===== src/rtl/control_unit.sv =====
// Multi-cycle control FSM: fetch/decode sequencing, branch resolution on datapath
// flags, and Moore control strobes for PC, IR, RAM, register file and ALU.
module control_unit (
  input  logic       clk,
  input  logic       rst_n,
  input  logic [4:0] decoded_instruction,
  input  logic       zero,
  input  logic       neg,
  input  logic       unsigned_overflow,
  input  logic       signed_overflow,
  output logic       branch,
  output logic       pc_enable,
  output logic       ir_enable,
  output logic       addr_sel,
  output logic       c_sel,
  output logic       write_reg_enable,
  output logic [1:0] operation,
  output logic       ram_write_enable,
  output logic       halted,
  output logic [2:0] dbg_state
);

  localparam logic [4:0] OP_LOAD   = 5'd1;
  localparam logic [4:0] OP_STORE  = 5'd2;
  localparam logic [4:0] OP_MOVE   = 5'd3;
  localparam logic [4:0] OP_ADD    = 5'd4;
  localparam logic [4:0] OP_SUB    = 5'd5;
  localparam logic [4:0] OP_AND    = 5'd6;
  localparam logic [4:0] OP_OR     = 5'd7;
  localparam logic [4:0] OP_BRANCH = 5'd8;
  localparam logic [4:0] OP_BZERO  = 5'd9;
  localparam logic [4:0] OP_BNZERO = 5'd10;
  localparam logic [4:0] OP_BNEG   = 5'd11;
  localparam logic [4:0] OP_BNNEG  = 5'd12;
  localparam logic [4:0] OP_BOV    = 5'd13;
  localparam logic [4:0] OP_BNOV   = 5'd14;
  localparam logic [4:0] OP_BSOV   = 5'd15;
  localparam logic [4:0] OP_HALT   = 5'd31;

  typedef enum logic [2:0] {
    S_FETCH    = 3'd0,
    S_DECODE   = 3'd1,
    S_LOAD_1   = 3'd2,
    S_LOAD_2   = 3'd3,
    S_STORE_1  = 3'd4,
    S_ALU      = 3'd5,
    S_BRANCH_1 = 3'd6,
    S_HALT     = 3'd7
  } state_t;

  state_t     state_q, state_d;
  logic [4:0] opcode_q, opcode_d;
  logic       taken;

  always_ff @(posedge clk) begin
    if (!rst_n) begin
      state_q  <= S_FETCH;
      opcode_q <= 5'd0;
    end else begin
      state_q  <= state_d;
      opcode_q <= opcode_d;
    end
  end

  // Opcode is captured on leaving DECODE so later states never see IR changes.
  always_comb begin
    opcode_d = opcode_q;
    if (state_q == S_DECODE) opcode_d = decoded_instruction;
  end

  always_comb begin
    taken = 1'b0;
    case (decoded_instruction)
      OP_BRANCH: taken = 1'b1;
      OP_BZERO:  taken = zero;
      OP_BNZERO: taken = ~zero;
      OP_BNEG:   taken = neg;
      OP_BNNEG:  taken = ~neg;
      OP_BOV:    taken = unsigned_overflow;
      OP_BNOV:   taken = ~unsigned_overflow;
      OP_BSOV:   taken = signed_overflow;
      default:   taken = 1'b0;
    endcase
  end

  always_comb begin
    state_d = state_q;
    case (state_q)
      S_FETCH: state_d = S_DECODE;
      S_DECODE: begin
        case (decoded_instruction)
          OP_LOAD:  state_d = S_LOAD_1;
          OP_STORE: state_d = S_STORE_1;
          OP_MOVE, OP_ADD, OP_SUB, OP_AND, OP_OR: state_d = S_ALU;
          OP_HALT:  state_d = S_HALT;
          default:  state_d = taken ? S_BRANCH_1 : S_FETCH;
        endcase
      end
      S_LOAD_1:   state_d = S_LOAD_2;
      S_LOAD_2:   state_d = S_FETCH;
      S_STORE_1:  state_d = S_FETCH;
      S_ALU:      state_d = S_FETCH;
      S_BRANCH_1: state_d = S_FETCH;
      S_HALT:     state_d = S_HALT;
      default:    state_d = S_FETCH;
    endcase
  end

  always_comb begin
    branch           = 1'b0;
    pc_enable        = 1'b0;
    ir_enable        = 1'b0;
    addr_sel         = 1'b0;
    c_sel            = 1'b0;
    write_reg_enable = 1'b0;
    operation        = 2'b00;
    ram_write_enable = 1'b0;
    halted           = 1'b0;
    case (state_q)
      S_FETCH: begin
        ir_enable = 1'b1;
        pc_enable = 1'b1;
      end
      S_LOAD_1: addr_sel = 1'b1;
      S_LOAD_2: begin
        addr_sel         = 1'b1;
        c_sel            = 1'b1;
        write_reg_enable = 1'b1;
      end
      S_STORE_1: begin
        addr_sel         = 1'b1;
        ram_write_enable = 1'b1;
      end
      S_ALU: begin
        write_reg_enable = 1'b1;
        // MOVE is an OR against the datapath's zero operand.
        case (opcode_q)
          OP_ADD:  operation = 2'b00;
          OP_SUB:  operation = 2'b01;
          OP_AND:  operation = 2'b10;
          default: operation = 2'b11;
        endcase
      end
      S_BRANCH_1: begin
        branch    = 1'b1;
        pc_enable = 1'b1;
      end
      S_HALT:  halted = 1'b1;
      default: ;
    endcase
    // Hold every strobe low while reset is asserted, whatever the state.
    if (!rst_n) begin
      branch           = 1'b0;
      pc_enable        = 1'b0;
      ir_enable        = 1'b0;
      addr_sel         = 1'b0;
      c_sel            = 1'b0;
      write_reg_enable = 1'b0;
      operation        = 2'b00;
      ram_write_enable = 1'b0;
      halted           = 1'b0;
    end
  end

  assign dbg_state = state_q;

endmodule


===== config.mk =====
export PLATFORM = sky130hd
export DESIGN_NAME = control_unit
export DESIGN_NICKNAME = d
export VERILOG_FILES = /design/src/rtl/control_unit.sv
export SDC_FILE = /design/constraint.sdc
export NUM_CORES = 1
export LEC_CHECK = 0
export CORE_MARGIN = 2
export CORE_UTILIZATION = 40
export DETAILED_ROUTE_END_ITERATION = 12
export PLACE_DENSITY = 0.76
export SYNTH_ARGS = -nofsm -noshare
export SYNTH_HDL_FRONTEND = slang
export SYNTH_SLANG_ARGS = --single-unit

===== constraint.sdc =====
create_clock -name clk -period 1.4 [get_ports clk]
set_input_delay 0.21 -clock clk [delete_from_list [all_inputs] [get_ports clk]]
set_output_delay 0.21 -clock clk [all_outputs]
set_load 0.02 [all_outputs]

==> impl_metrics.json, run 1 <==
{
  "status": "finished clean",
  "cts.reportedPaths.clkPinSlew_ns": 0.05,
  "dieArea_sq_mm": 0.00174,
  "maxSlewViolCount": 0,
  "io-pin-count": 24,
  "fin_util": 0.771,
  "wl_met1_um": 652,
  "hp-start": "opcode_q[2]$_SDFFE_PN0P_",
  "tightest_slew_ns": 0.314,
  "cp_max_fo": 4,
  "p_leak_nw": 0.466,
  "layout.nets": 131,
  "path_depth": 4,
  "critical_path_class": "reg -> out",
  "start_util": 0.433,
  "rr_startpoint": "dbg_state[2]$_SDFF_PN0_",
  "antennaDiodeCount": 0,
  "top_layer_used": "met4",
  "syn_area_sq_um": 571,
  "synthArstFlopShare": 0,
  "grt_pass1_wl_um": 2680,
  "path_cells": "nand2b_4, nor2_2, or2_1, buf_4",
  "place.port_buffers": 23,
  "yosys_warnings": 0,
  "avgViaCountPerCell": 5.35,
  "rows": 13,
  "synth_flop_cell": "dfxtp_1",
  "cts_root_buf": "clkbuf_4",
  "cp_slowest_stage_delay_ns": 0.35,
  "seq_area_sq_um": 169,
  "cp-start-kind": "flop",
  "via_count": 712,
  "timing.final.hold_violations": 0,
  "dr.pass1.iters": 4,
  "layout_commonest_cell": "buf_4",
  "r2r.worst_path.cells": 5,
  "grt_pass1_vias": 669,
  "syn_nets": 84,
  "r2r_end": "opcode_q[3]$_SDFFE_PN0P_",
  "grtUsageTotal": 0.199,
  "hold_ws_ns": 0.494,
  "grt_max_degree": 9,
  "seq_area_frac_synth": 0.281,
  "cp.buffers_inverters": 1,
  "routed_wl_um": 1760,
  "post_drt_wl_per_cell_um": 13.2,
  "min_period_ns": 1.39,
  "cts_sinks": 8,
  "post_cts_buffers": 0,
  "synth_cell_types": 27,
  "hold_depth": 2,
  "hold_class": "reg -> reg",
  "critPathRequiredTime_ns": 1.19,
  "drtIter0Drc": 11,
  "die_x_um": 41.8,
  "synth_edf_count": 0,
  "final_cell_mix": "25 x buf_4, 11 x nor2_1, 8 x nand2_1, 8 x clkdlybuf4s50_1, 6 x mux2i_1",
  "ir_drop_mv": 0.702,
  "drc": 0,
  "cp-end-kind": "output port",
  "powerDensity_mw_per_mm2": 693,
  "core_area_sq_mm": 0.00132,
  "cts_tree": "built",
  "insertion_delay_ns": 0.25,
  "synth_area_per_cell_sq_um": 7.82,
  "synth_cells": 73,
  "dr_wl_met2_um": 977,
  "cp_slowest_cell": "dfxtp_2",
  "antenna_found_initial": 0,
  "critical_path_arrival_ns": 1.18,
  "r2r_slack_ns": 0.08,
  "gp_congestion": 0.823,
  "grt.overflow.total": 0,
  "multi_input_area_sq_um": 435,
  "die_h_um": 41.8,
  "setup_viol": 0,
  "rsz0062_at_grt": "true",
  "clk_path_buf_depth": 2,
  "n_fill_cell": 107,
  "cts-htree-levels": 1,
  "ant_nets": 0,
  "wl_met3_um": 81,
  "crit_family": "simple AND/OR/NAND/NOR gates",
  "synth-seq-cells": 8,
  "fmax_mhz": 719,
  "fin_crit_sh": 0.994,
  "setup_tns_ns": 0,
  "syn2layout_area_growth_pct": 78.1,
  "relSlewSlack": 0.790,
  "drv_cap": 0,
  "fin_skew_ns": 0.00321,
  "drive_above_1_share": 0.432,
  "holdPathEnd": "opcode_q[2]$_SDFFE_PN0P_",
  "cts_buffers": 3,
  "hpwl_um": 1360
}
## synthesized netlist by cell type (2+ instances only)
library cell  number  area share
nand2b_1           4       0.044
mux2_4             2       0.053
o21ai_0            3       0.026
nand2_1            8       0.053
a31oi_1            2       0.022
nor2_1            15       0.099
dfxtp_1            8        0.28
a21oi_1            2       0.018
mux2i_1            6        0.11
o21a_1             4       0.053
nand3_1            3       0.026
## through the flow
step           setup WS, ns  total power, mW  area, sq um  cells
3_3_place_gp         -0.501            0.520          987    130
4_1_cts             -0.0148            0.702          991    133
5_1_grt             -0.0518            0.747         1020    133
2_1_floorplan        0.0545            0.391          587     73
3_5_place_dp         -0.543            0.530          987    130
6_report            0.00827            0.704         1020    133
## worst min-delay path, delay by kind of cell, from the launching register on
family / cells / cell delay (ns)
flip-flops: 1 / 0.32
multiplexers: 1 / 0.06
AND/OR/NAND/NOR: 1 / 0.07
## where the power goes
part           switching (mW)  internal, mW  total, mW
logic                   0.122         0.145      0.267
registers              0.0149         0.244      0.259
clock network          0.0801        0.0982      0.178
total                   0.217         0.488      0.704
## worst max path at each step
stage                            start            to  slack (ns)
5_1_grt        dbg_state[1]$_SDFF_PN0_     pc_enable       -0.05
3_3_place_gp                     rst_n  operation[1]       -0.50
6_report       dbg_state[0]$_SDFF_PN0_     pc_enable       0.008
4_1_cts        dbg_state[0]$_SDFF_PN0_     pc_enable       -0.01
2_1_floorplan  dbg_state[0]$_SDFF_PN0_     pc_enable        0.05
3_5_place_dp                     rst_n     pc_enable       -0.54
## registers in the layout, summed over array words and instances, names as in the netlist
name / flops
dbg_state: 3
opcode_q: 5
## cell type report
type / count / area share
Sequential cell: 8 / 0.166
Inverter: 1 / 0.00369
Tap cell: 15 / 0.0185
Multi-Input combinational cell: 62 / 0.429
Clock buffer: 3 / 0.0222
Timing Repair Buffer: 44 / 0.361
## logic make-up (layout without fill, tap and decap cells)
kind of cell / after synthesis / count (layout) / share of synthesized area
and+or+nand+nor: 36 / 36 / 0.300
DFF: 8 / 8 / 0.281
buffers and inverters: 3 / 48 / 0.0395
AOI/OAI and AO/OA: 18 / 18 / 0.221
muxes: 8 / 8 / 0.158
## per-layer routing
metal	vias up	track usage
li1	351	-
met5	-	0
met4	0	0.129
met3	6	0.0304
met2	22	0.375
met1	333	0.197
## timing repair
item / 4_1_cts / 5_1_grt
endpoints found under the setup margin: 13 / 10
hold buffers: 0 / 0
hold endpoints to repair: 0 / 0
pin swaps: 0 / 2
resized for setup: 50 / 10
No activity file was read; power rests on OpenSTA's default activity.
==> inputs of run 2 (changes only) <==
--- a/config.mk
+++ b/config.mk
@@ -8,7 +8,9 @@
 export CORE_MARGIN = 2
 export CORE_UTILIZATION = 40
 export DETAILED_ROUTE_END_ITERATION = 12
+export GPL_TIMING_DRIVEN = 0
 export PLACE_DENSITY = 0.76
 export SYNTH_ARGS = -nofsm -noshare
 export SYNTH_HDL_FRONTEND = slang
 export SYNTH_SLANG_ARGS = --single-unit
+export TNS_END_PERCENT = 5
==> run 2 against run 1 <==
The flow now finishes with violations (negative setup slack). Sequential power increased by 2%. Highest routed layer is now met3. Clock power about the same. Largest power group is now sequential cells. Via count decreased by 13%.
==> impl_metrics.json, run 2 (synthesis results as in run 1) <==
{
  "cts_tree": "built",
  "grtUsageTotal": 0.171,
  "crit_family": "simple AND/OR/NAND/NOR gates",
  "use_met2": 0.297,
  "setup_viol": 2,
  "cp-start-kind": "flop",
  "hold_class": "in -> reg",
  "regMostFlops": "opcode_q",
  "cts.reportedPaths.clkPinSlew_ns": 0.06,
  "r2r_slack_ns": 0.14,
  "cts-htree-levels": 1,
  "powerDensity_mw_per_mm2": 743,
  "rr_startpoint": "dbg_state[1]$_SDFF_PN0_",
  "setup_tns_ns": -0.0396,
  "hp-start": "decoded_instruction[1]",
  "violations": "negative setup slack",
  "fin_skew_ns": 0.0110,
  "cts_sinks": 8,
  "placed_area_sq_um": 826,
  "post_drt_wl_per_cell_um": 12.7,
  "layoutNonFillerInstCount": 117,
  "cts_hold_buf": 0,
  "fin_ws_ns": -0.0270,
  "place.port_buffers": 22,
  "n_fill_cell": 106,
  "r2r_end": "dbg_state[2]$_SDFF_PN0_",
  "cts_buffers": 3,
  "holdPathEnd": "opcode_q[1]$_SDFFE_PN0P_",
  "fin_crit_sh": 1.02,
  "routed_wl_um": 1480,
  "swShare": 0.314,
  "cts_root_buf": "clkbuf_4",
  "status": "finished with violations",
  "path_cells": "nand2b_4, nor3_4, or2_1, buf_2",
  "critical_path_arrival_ns": 1.22,
  "fmax_mhz": 701,
  "r2r.worst_path.cells": 6,
  "tightest_slew_ns": 0.259,
  "clockPowerShare": 0.275,
  "grt_max_degree": 10,
  "power.total_uw": 657,
  "cp.buffers_inverters": 1,
  "dieArea_sq_mm": 0.00174,
  "grt_pass1_vias": 531,
  "timing.final.hold_violations": 0,
  "clk_path_buf_depth": 2,
  "pwr-share-seq": 0.401,
  "maxSlewViolCount": 0,
  "drc": 0,
  "gp_congestion": 0.826,
  "dp.cells": 110,
  "grt.overflow.total": 0,
  "cp_max_fo": 8,
  "io-pin-count": 24,
  "drtIter0Drc": 11,
  "final_cell_mix": "13 x nor2_1, 8 x buf_4, 8 x clkdlybuf4s50_1, 7 x nand2_1, 6 x mux2i_1",
  "start_util": 0.433,
  "critPathRequiredTime_ns": 1.19,
  "p_leak_nw": 0.379,
  "cp_slowest_cell": "dfxtp_4",
  "combinationalPowerShare": 0.324,
  "switchingPower_uw": 206,
  "drive_above_1_share": 0.333,
  "largest_reg_flops": 5,
  "antennaDiodeCount": 0,
  "core_area_sq_mm": 0.00132,
  "die_x_um": 41.8,
  "critical_path_class": "reg -> out",
  "via_count": 619,
  "grt_pass1_wl_um": 2300,
  "min_period_ns": 1.43,
  "layout.nets": 115,
  "fin_util": 0.671,
  "use_met3": 0.0696,
  "met1_usage": 0.194,
  "internal_power_uw": 451,
  "hold_depth": 3,
  "drv_cap": 0,
  "ant_nets": 0,
  "insertion_delay_ns": 0.26,
  "rows": 13,
  "cp_slowest_stage_delay_ns": 0.39,
  "grt-busiest-layer": "met2",
  "layout_commonest_cell": "nor2_1",
  "relSlewSlack": 0.827,
  "avgViaCountPerCell": 5.29,
  "die_h_um": 41.8,
  "antenna_found_initial": 0,
  "dr.pass1.iters": 4,
  "syn2layout_area_growth_pct": 55.0,
  "hpwl_um": 1030,
  "fin_area_sq_um": 885,
  "rsz0062_at_grt": "true",
  "ir_drop_mv": 0.706,
  "cp-end-kind": "output port"
}
run 2: what timing repair did:
action	in CTS	in global routing
resized for setup	49	6
endpoints found under the setup margin	13	9
endpoints found under the hold margin	0	0
buffers inserted	0	4
run 2: power groups by stage:
stage	logic (mW)	registers (mW)	clock network [mW]
3_3_place_gp	0.202	0.268	0
4_1_cts	0.200	0.263	0.187
3_5_place_dp	0.205	0.269	0
6_report	0.213	0.263	0.181
2_1_floorplan	0.119	0.272	0
5_1_grt	0.231	0.266	0.198
run 2: final cells by class:
class	count	area, sq um	share of cell area
plain buffers	2	18.8	0.0212
multi-input cells	62	434	0.491
well taps	15	18.8	0.0212
repair buffers	26	215	0.243
flip-flops and latches	8	171	0.194
clock buffers	3	22.5	0.0255
inverters	1	3.75	0.00424
run 2: worst min-delay path: cells and delay by family:
family | cells | cell delay (ns)
buffers and inverters | 1 | 0.11
multiplexers | 1 | 0.07
AND/OR/NAND/NOR | 1 | 0.07
run 2: layer usage:
layer  part of all wire  vias to the layer above
met4                  0                        0
met2               0.49                       19
li1                   -                      320
met3              0.071                        0
met1               0.43                      280
met5                  0                        -
run 2: worst max-delay path by stage:
stage	startpoint	end	slack (ns)	cells past startpoint
after floorplan	dbg_state[0]$_SDFF_PN0_	pc_enable	0.05	3
after detailed placement	rst_n	operation[0]	-0.60	5
after global routing	dbg_state[0]$_SDFF_PN0_	pc_enable	-0.07	4
after global placement	rst_n	operation[0]	-0.59	5
after CTS	dbg_state[2]$_SDFF_PN0_	addr_sel	-0.02	4
final	dbg_state[0]$_SDFF_PN0_	pc_enable	-0.03	4
run 2: through the flow:
step	hold WS [ns]	setup WS (ns)
floorplan	0.327	0.0545
global placement	0.474	-0.589
detailed placement	0.483	-0.599
CTS	0.241	-0.0216
global route	0.264	-0.0707
finish	0.243	-0.0270
